===== config.mk =====
export PLATFORM = sky130hd
export DESIGN_NAME = multi_fan_pwm_flat
export DESIGN_NICKNAME = d
export VERILOG_FILES = /design/src/rtl/multi_fan_pwm_if.sv /design/src/rtl/multi_fan_pwm.sv /design/src/flat_wrapper.sv
export SDC_FILE = /design/constraint.sdc
export NUM_CORES = 1
export LEC_CHECK = 0
export BUFFER_PORTS_ARGS = -buffer_cell sky130_fd_sc_hd__buf_2
export CAP_MARGIN = 20
export CORE_MARGIN = 4
export CORE_UTILIZATION = 40
export DETAILED_ROUTE_END_ITERATION = 7
export PLACE_DENSITY = 0.56
export SLEW_MARGIN = 20
export SYNTH_ARGS = -nofsm -noshare
export SYNTH_HDL_FRONTEND = slang
export SYNTH_SLANG_ARGS = --single-unit

===== constraint.sdc =====
create_clock -name clk -period 7.2 [get_ports clk]
set_input_delay 0.36 -clock clk [delete_from_list [all_inputs] [get_ports clk]]
set_output_delay 0.36 -clock clk [all_outputs]
set_load 0.01 [all_outputs]

===== src/rtl/multi_fan_pwm_if.sv =====
// Control/status bundle for multi_fan_pwm: target speeds and strobes in,
// per-channel PWM pins and status out.
interface multi_fan_pwm_if #(
  parameter int NCH = 2,
  parameter int W   = 8
);
  logic [NCH*W-1:0] speed;
  logic             load;
  logic             force_full;
  logic [NCH-1:0]   pwm_out;
  logic [NCH-1:0]   at_target;
  logic             period_start;

  modport master (
    output speed, load, force_full,
    input  pwm_out, at_target, period_start
  );

  modport slave (
    input  speed, load, force_full,
    output pwm_out, at_target, period_start
  );
endinterface


===== src/rtl/multi_fan_pwm.sv =====
// NCH-channel fan PWM whose duty only changes on period boundaries.
// Define FAN_RAMP_EN for a slew-limited ramp (one LSB every RAMP_DIV periods); otherwise duty jumps to target.
module multi_fan_pwm #(
  parameter int NCH      = 2,
  parameter int W        = 8,
  parameter int RAMP_DIV = 4
) (
  input  logic           clk,
  input  logic           arst,
  multi_fan_pwm_if.slave bus
);

  if (NCH < 1 || NCH > 8 || W < 4 || W > 12 || RAMP_DIV < 1 || RAMP_DIV > 255) begin : g_bad_param
    $error("multi_fan_pwm: parameter out of range");
  end

  logic [W-1:0]   cnt;
  logic [W-1:0]   cnt_next;
  logic           boundary;
  logic [W-1:0]   tgt      [NCH];
  logic [W-1:0]   cur      [NCH];
  logic [W-1:0]   cur_next [NCH];
  logic [NCH-1:0] pwm;
  logic           period_start;

  assign cnt_next = cnt + 1'b1;
  assign boundary = (cnt_next == '0);

`ifdef FAN_RAMP_EN
  logic [7:0] pre;
  logic       step;

  assign step = boundary && (pre == 8'(RAMP_DIV - 1));

  // Prescaler restarts from zero after reset, so an aborted ramp never resumes mid-count.
  always_ff @(posedge clk or negedge arst) begin
    if (!arst) begin
      pre <= '0;
    end else if (boundary) begin
      pre <= step ? '0 : pre + 8'd1;
    end
  end

  // NOTE: every always_comb output gets a default first so no path leaves it unassigned (no latch).
  always_comb begin
    for (int i = 0; i < NCH; i++) begin
      cur_next[i] = cur[i];
      if (step) begin
        if (cur[i] < tgt[i])      cur_next[i] = cur[i] + 1'b1;
        else if (cur[i] > tgt[i]) cur_next[i] = cur[i] - 1'b1;
      end
    end
  end
`else
  always_comb begin
    for (int i = 0; i < NCH; i++) begin
      cur_next[i] = boundary ? tgt[i] : cur[i];
    end
  end
`endif

  // NOTE: sequential state uses non-blocking assignments so every register samples pre-edge values;
  // this is also what makes a load on a boundary edge act only at the following boundary.
  always_ff @(posedge clk or negedge arst) begin
    if (!arst) begin
      cnt          <= '0;
      period_start <= 1'b0;
      pwm          <= '0;
      // NOTE: the tgt/cur arrays are reset explicitly; at_target must read all ones straight out of reset.
      for (int i = 0; i < NCH; i++) begin
        tgt[i] <= '0;
        cur[i] <= '0;
      end
    end else begin
      cnt          <= cnt_next;
      period_start <= boundary;
      for (int i = 0; i < NCH; i++) begin
        cur[i] <= cur_next[i];
        if (bus.load) tgt[i] <= bus.speed[i*W +: W];
        pwm[i] <= bus.force_full | (cnt_next < cur_next[i]);
      end
    end
  end

  always_comb begin
    bus.at_target = '0;
    for (int i = 0; i < NCH; i++) begin
      bus.at_target[i] = (cur[i] == tgt[i]);
    end
  end

  assign bus.pwm_out      = pwm;
  assign bus.period_start = period_start;

endmodule


===== src/flat_wrapper.sv =====
// flat-port wrapper written by rule: the top's interface ports become plain ports
module multi_fan_pwm_flat 
#(
  parameter int NCH      = 2,
  parameter int W        = 8,
  parameter int RAMP_DIV = 4
)
  (clk, arst, bus_speed, bus_load, bus_force_full, bus_pwm_out, bus_at_target, bus_period_start);
  multi_fan_pwm_if #(.NCH(NCH), .W(W)) bus_i ();
  input  logic clk;
  input  logic arst;
  input wire logic [$bits(bus_i.speed)-1:0] bus_speed;
  input wire logic [$bits(bus_i.load)-1:0] bus_load;
  input wire logic [$bits(bus_i.force_full)-1:0] bus_force_full;
  output wire logic [$bits(bus_i.pwm_out)-1:0] bus_pwm_out;
  output wire logic [$bits(bus_i.at_target)-1:0] bus_at_target;
  output wire logic [$bits(bus_i.period_start)-1:0] bus_period_start;
  assign bus_i.speed = bus_speed;
  assign bus_i.load = bus_load;
  assign bus_i.force_full = bus_force_full;
  assign bus_pwm_out = bus_i.pwm_out;
  assign bus_at_target = bus_i.at_target;
  assign bus_period_start = bus_i.period_start;
  multi_fan_pwm #(.NCH(NCH), .W(W), .RAMP_DIV(RAMP_DIV)) u_core (.clk(clk), .arst(arst), .bus(bus_i));
endmodule

Yosys cells after proc, flatten, opt, wreduce, memory -nomap -nowiden
Cells that the tools add are included.

Register bits after elaboration: 43. Input port bits: 20. Output and inout bits: 5.

Add/subtract/negate cells: 1. $lt $le $gt $ge: 2. Eq/ne operators: 2. Muxes and demuxes: 2. Bitwise logic cells: 2. Reductions and logical operators: 1.

Operators by type and width (number): $eq 8x8->1 (2); $lt 8x8->1 (2); $mux 8 (2); $add 8x1->8 const B (1); $logic_not 8->1 (1); $or 1x1->1 (2).

Longest topological paths before layout
Gate-level depths: netlist of the first run.

Depth after elaboration: 5. Depth in mapped cells: 13.

Worst setup path before layout of the first run
Ideal clock, no wire load.

Kind: reg2reg. From: register u_core.cnt[1]. To: register u_core.pwm[0], in the netlist u_core.bus.pwm_out[0]. Library setup time: 0.087 ns. Data arrival time: 2.654 ns. Setup slack: 4.459 ns. Cell stages (with the launch flop): 14. Path buffers: 1. Path through: dfrtp_1 > ha_1 > nand2_1 > nor3_1 > o2111ai_4 > buf_6 > mux2_4 > inv_2 > ha_1 > a21o_1 > a211oi_1 > or3_1 > nand4_1 > o211ai_1.

RTL lines: start: declaration (line multi_fan_pwm.sv:17) `logic [W-1:0] cnt;`; start signal: assignment (line multi_fan_pwm.sv:75) `cnt <= cnt_next;`; end signal: indexed assignment (line multi_fan_pwm.sv:80) `pwm[i] <= bus.force_full | (cnt_next < cur_next[i]);`; end: declaration (line multi_fan_pwm.sv:23) `logic [NCH-1:0] pwm;`.

==> results.md, run 1 <==
- Initial antenna violation count: 0
- Slowest-stage cell, CP: dfrtp_1
- Pins Over Slew Limit: 0
- Final ANT Viol Nets: 0
- CP max FO: 21
- First-pass GRT wire length: 7000 µm
- Leak: 1.30 nW
- Synthesized flop and latch total: 43
- Postcts setup bufs: 0
- Synth Cell Area: 2250 µm²
- Distinct cells, synth: 34
- Largest net degree at the start of global routing: 44
- Crit path launch: u_core.cnt[0]
- DRT iter0 DRCs: 30
- Final setup viols: 0
- Synth top cells by count: dfrtp_1, xnor2_1, mux2_2, ha_1, mux2i_1
- Endpoints failing hold: 0
- Max-cap check violation count: 0
- Die W: 82.9 µm
- Most numerous cell in the Yosys netlist: dfrtp_1
- Worst Skew: 5.14 ps
- Hold Path Class: primary input to async pin
- CTS sink cnt: 43
- # DRC: 0
- CP startpoint kind: register
- Status: finished clean
- Drt via density: roughly 4.8
- Worst-path cell chain: ha_1 > nand2_1 > nor3_1 > o2111ai_4 > mux2_4 > inv_2 > ha_1 > a21o_1 > a211oi_1 > or3_1 > nand4_1 > o211ai_1
- Min Tclk post-route: roughly 3300 ps
- Area Growth Syn to Fin: 12.5%
- Fin nets: 250
- Max-slew headroom: 0.453
- Syn nets: 223
- Synth area leaders: dfrtp_1, mux2_2, ha_1
- Pwr Density: 176 nW/µm²
- CTS Buffer Depth: 2
- Clock transition at path regs: 80 ps
- Most used flip-flop cell after synthesis: dfrtp_1
- HPWL after detailed placement: 2920 µm
- Vias in the first global route: ~1400
- GRT overflow: 0
- Worst EP arrival: ~3500 ps
- CP required: approximately 7400 ps
- Maximum vdd drop: a little under 0.1 mV
- Area of placed instances: 2420 µm²
- Routed WL: around 4000 µm
- Worst stage delay on the critical path: 550 ps
- # H-tree levels: 2
- IO buf count: 24
- Post-synth EDFFs: 0
- Worst-Skew Late Latency: 300 ps
- CTS tree: done
- Initial DRT Pass Iterations: 4
- Wire per inst: 14.2 µm
- Routability cong.: roughly 0.84
- Tcrit/Tclk final: 0.463
- Synth top area share: 0.479
- CP Class: register to register
- Tightest Pin Transition: 820 ps
- Most common cell on crit path: ha_1
- Die Footprint: 6880 µm²
- Post-cts resize count: 0
- Via count: around 1400
- Synthesized area per cell: about 12 µm²
- TritonCTS buffer count: 5
- Setup crit end kind: register
- Root Driver: clkbuf_8
- GRT Total Usage: 0.127
- Die height: 82.9 µm
- Initial Util: 0.410
- Worst r2r src: u_core.cnt[0]
- IO Pins: 25
- CTS Hold Bufs: 0
- Gate Count Post-Synth: 188
- Core Rows: 27
- Largest area contributor in the netlist: dfrtp_1
- Setup TNS: 0 ps
- FFs w/ async S/R, synth: 1.00
- RSZ-0062 raised after global routing: false
- Yosys warning count: 0
- Design Area, Final: around 2500 µm²
- Core Area: 5470 µm²
- Seq/Total Area, Yosys: 0.479
- Share of layout cells above drive strength 1: 0.273
- Antenna Cells: 0
- Max Clk Rate: 0.300 GHz
==> stage by stage <==
stage | setup WS [ps] | instances | power [mW] | hold slack [ps] | utilization
after floorplan | 4460 | 188 | 0.283 | 64.4 | -
after global placement | 3920 | 279 | 0.298 | 529 | 0.442
after detailed placement | 3830 | 279 | 0.299 | 530 | 0.442
after CTS | 3790 | 287 | 0.450 | 255 | 0.457
after global routing | 3540 | 288 | 0.465 | 53.6 | 0.462
final | 3870 | 288 | 0.446 | 27.9 | 0.462
==> path summary, 6_finish.rpt <==
path,cells after the start,slack (ps),end
setup / recovery,12,3870,u_core.bus.pwm_out[0]
min in group clk,2,290,u_core.tgt[13]
hold / removal,1,30,u_core.tgt[4]
hold reg to reg,2,550,u_core.cur[3]
max in group asynchronous,2,6670,u_core.tgt[11]
setup reg to reg,12,3870,u_core.bus.pwm_out[0]
==> worst max-delay path, delay by kind of cell (launching register included) <==
kind	cells	cell delay, ps
AOI/OAI and AO/OA	4	1040
and+or+nand+nor	4	620
DFF	1	550
adders and majority gates	2	520
muxes	1	460
buffers and inverters	1	50
==> where the power goes <==
| part | leakage, nW | switching [mW] | internal [mW] |
|---|---|---|---|
| sequential | 0.545 | 0.00893 | 0.251 |
| clock | 0.0422 | 0.0829 | 0.0682 |
| combinational | 0.713 | 0.0146 | 0.0204 |
| total | 1.30 | 0.106 | 0.340 |
==> per-layer routing <==
layer  up-vias  GRT usage  wire, µm  share of wire
met5         -          0         0              0
met4         0     0.0490        70          0.017
met3         6     0.0278       101          0.025
met2        12      0.193      1860           0.46
met1       654      0.175      2050           0.50
li1        714          -         -              -
==> area by class of cell <==
| cell class | instances | area (µm²) |
|---|---|---|
| clock buffers | 7 | 76.3 |
| clock inverters | 1 | 5.00 |
| fillers | 551 | 2950 |
| inverters | 18 | 67.6 |
| multi-input cells | 122 | 1060 |
| flip-flops and latches | 43 | 1080 |
| well taps | 72 | 90.1 |
| repair buffers | 25 | 148 |
==> kinds of logic (layout without fill, tap and decap cells) <==
group                      Yosys count  after routing  synth area share
buffers and inverters               23             51            0.0468
adders and majority gates           15             15            0.0836
xor gates and xnor gates            21             21            0.0819
and+or+nand+nor                     36             36            0.0825
AOI/OAI and AO/OA                   18             18            0.0708
muxes                               32             32             0.155
DFF                                 43             43             0.479
==> flip-flops by register name (all words and copies together), names as in the netlist <==
| register | cells |
|---|---|
| u_core.tgt | 16 |
| u_core.bus.period_start | 1 |
| u_core.cnt | 8 |
| u_core.bus.pwm_out | 2 |
| u_core.cur | 16 |
==> layout by cell type (no fill, tap or decap), types with 7 or more instances in the layout <==
cell type  netlist  final
buf_2            0     24
dfrtp_1         43     43
ha_1            15     15
inv_1           11     11
inv_2            7      7
mux2_2          17     17
mux2i_1         12     12
nand4_1          7      7
nor2_1           7      7
xnor2_1         19     19
Note: power is estimated with default switching activity, not from simulation.
==> run 2, diff against run 1 <==
- PLACE_DENSITY: 0.56 -> 0.58
- clock period: 7.2 -> 2.8 ns (I/O delays scaled with it)
==> results.md, run 2 (same netlist as run 1, synthesis figures left out) <==
- Reg2reg setup slack: 60 ps
- Max-slew headroom: 0.380
- Max Clk Rate: 0.365 GHz
- CTS sink cnt: 43
- Max-cap check violation count: 0
- First-pass GRT wire length: 7190 µm
- Tcrit/Tclk final: 0.978
- P_sw: around 270 µW
- Most common cell after layout, fill and taps aside: dfrtp_1
- Drt via density: 4.94
- CP required: ~3000 ps
- Register area: 1080 µm²
- Tightest Pin Transition: a little over 900 ps
- Worst-Skew Late Latency: 300 ps
- Share of layout cells above drive strength 1: 0.391
- Worst EP arrival: between 2000 and 3000 ps
- Design Area, Final: around 2700 µm²
- Routability cong.: 0.743
- # DRC: 0
- Pwr Density: 449 nW/µm²
- Internal Dissipation: 961 µW
- Clock transition at path regs: approximately 90 ps
- Root Driver: clkbuf_8
- Setup crit end kind: register
- Biggest regs: u_core.cur: 16 flops, u_core.tgt: 16 flops, u_core.cnt: 8 flops
- CP max FO: 8
- Area Growth Syn to Fin: 22.3%
- Area of placed instances: 2530 µm²
- Hold Path Class: primary input to async pin
- Initial DRT Pass Iterations: 4
- Vias in the first global route: 1515
- GRT Total Usage: 0.130
- Initial antenna violation count: 0
- Core Area: 5470 µm²
- Antenna Cells: 0
- RSZ-0062 raised after global routing: true
- HPWL after detailed placement: 3180 µm
- # fillers: 521
- TritonCTS buffer count: 5
- Comb pwr share: 0.070
- # H-tree levels: 2
- Status: finished with violations
- IO Pins: 25
- Min Tclk post-route: 2740 ps
- Clock Power Share: 0.387
- Final setup viols: 0
- Most frequent cells in the layout: dfrtp_1, buf_2, xnor2_1, mux2_2
- CP Class: register to register
- Wire per inst: 14.5 µm
- Largest net degree at the start of global routing: 44
- Die Footprint: 6880 µm²
- Flop pwr share: 0.543
- CTS tree: done
- Routed WL: 4370 µm
- Worst hold slack: -26.7 ps
- Initial Util: 0.410
- Post-layout worst setup margin: 60.3 ps
- Failing checks: hold timing
- Die height: 82.9 µm
- Die W: ~83 µm
- GRT overflow: 0
- CTS Buffer Depth: 2
- Multi-input logic area: 1140 µm²
- Setup TNS: 0 ps
- Final ANT Viol Nets: 0
- IO buf count: 24
- Maximum vdd drop: 0.262 mV
- Via count: between 1000 and 1500
- Pins Over Slew Limit: 0
- Fin nets: 264
- Core Rows: 27
- Place WS: -64.1 ps
- Worst Skew: 10.1 ps
- CP startpoint kind: register
- Endpoints failing hold: 43
- Leak: 1.39 nW
- Switching share of total power: 0.222
- DRT iter0 DRCs: 80
==> run 2: cell types whose count changed in the layout (fill, tap and decap cells not counted), moves of 3 or more <==
cell      delta
ha_1         -3
a211oi_2     +3
buf_4       +12
a211oi_1     -3
==> run 2: power by group through the flow <==
stage / registers (mW) / logic (mW) / clock network, mW
2_1_floorplan: 0.676 / 0.0526 / 0
3_3_place_gp: 0.682 / 0.0854 / 0
3_5_place_dp: 0.683 / 0.0865 / 0
4_1_cts: 0.670 / 0.0875 / 0.495
5_1_grt: 0.675 / 0.0965 / 0.523
6_report: 0.670 / 0.0860 / 0.478
==> run 2: critical path, stage by stage, from the launching register on <==
cell	delay, ps
dfrtp_1	410
and3_1	240
and4_1	250
o2111ai_4	330
buf_8	200
mux2i_4	250
ha_1	170
a21o_1	120
a211oi_2	50
or3_4	380
nand4_1	100
o211ai_1	100
==> run 2: what timing repair did <==
action,CTS,global route
setup buffers,0,2
endpoints found under the setup margin,2,2
hold buffers,0,0
gates resized for setup,6,13
pin swaps,2,8
endpoints found under the hold margin,0,0
==> run 2: through the flow <==
stage          total power [mW]  instances  hold WS, ps   util
2_1_floorplan             0.728        188         -156      -
3_3_place_gp              0.767        292          344  0.462
3_5_place_dp              0.769        292          343  0.462
4_1_cts                    1.25        300         14.0  0.488
5_1_grt                    1.29        302         56.3  0.502
6_report                   1.23        302        -26.7  0.502
==> run 2: metal layers <==
layer,track usage,wire length (µm),up-vias
met5,0,0,-
met4,0.0446,58,0
met3,0.0298,75,5
met1,0.168,1940,737
li1,-,-,739
met2,0.215,2290,10
==> run 2: layout make-up <==
cell class | instances | area share
clock inverter | 3 | 0.0159
tap | 72 | 0.0328
inverter | 18 | 0.0246
multi-input combinational | 122 | 0.415
clock buffer | 5 | 0.0251
sequential | 43 | 0.393
timing repair buffer | 39 | 0.0934
==> run 2: path summary, 6_finish.rpt <==
check | cells after the start | from | endpoint
setup / recovery | 11 | u_core.cnt[5] | u_core.bus.pwm_out[0]
hold / removal | 1 | arst | u_core.tgt[5]
setup reg to reg | 11 | u_core.cnt[5] | u_core.bus.pwm_out[0]
hold reg to reg | 1 | u_core.cur[8] | u_core.cur[8]
max in group asynchronous | 1 | arst | u_core.cnt[0]
min in group clk | 2 | bus_speed[13] | u_core.tgt[5]
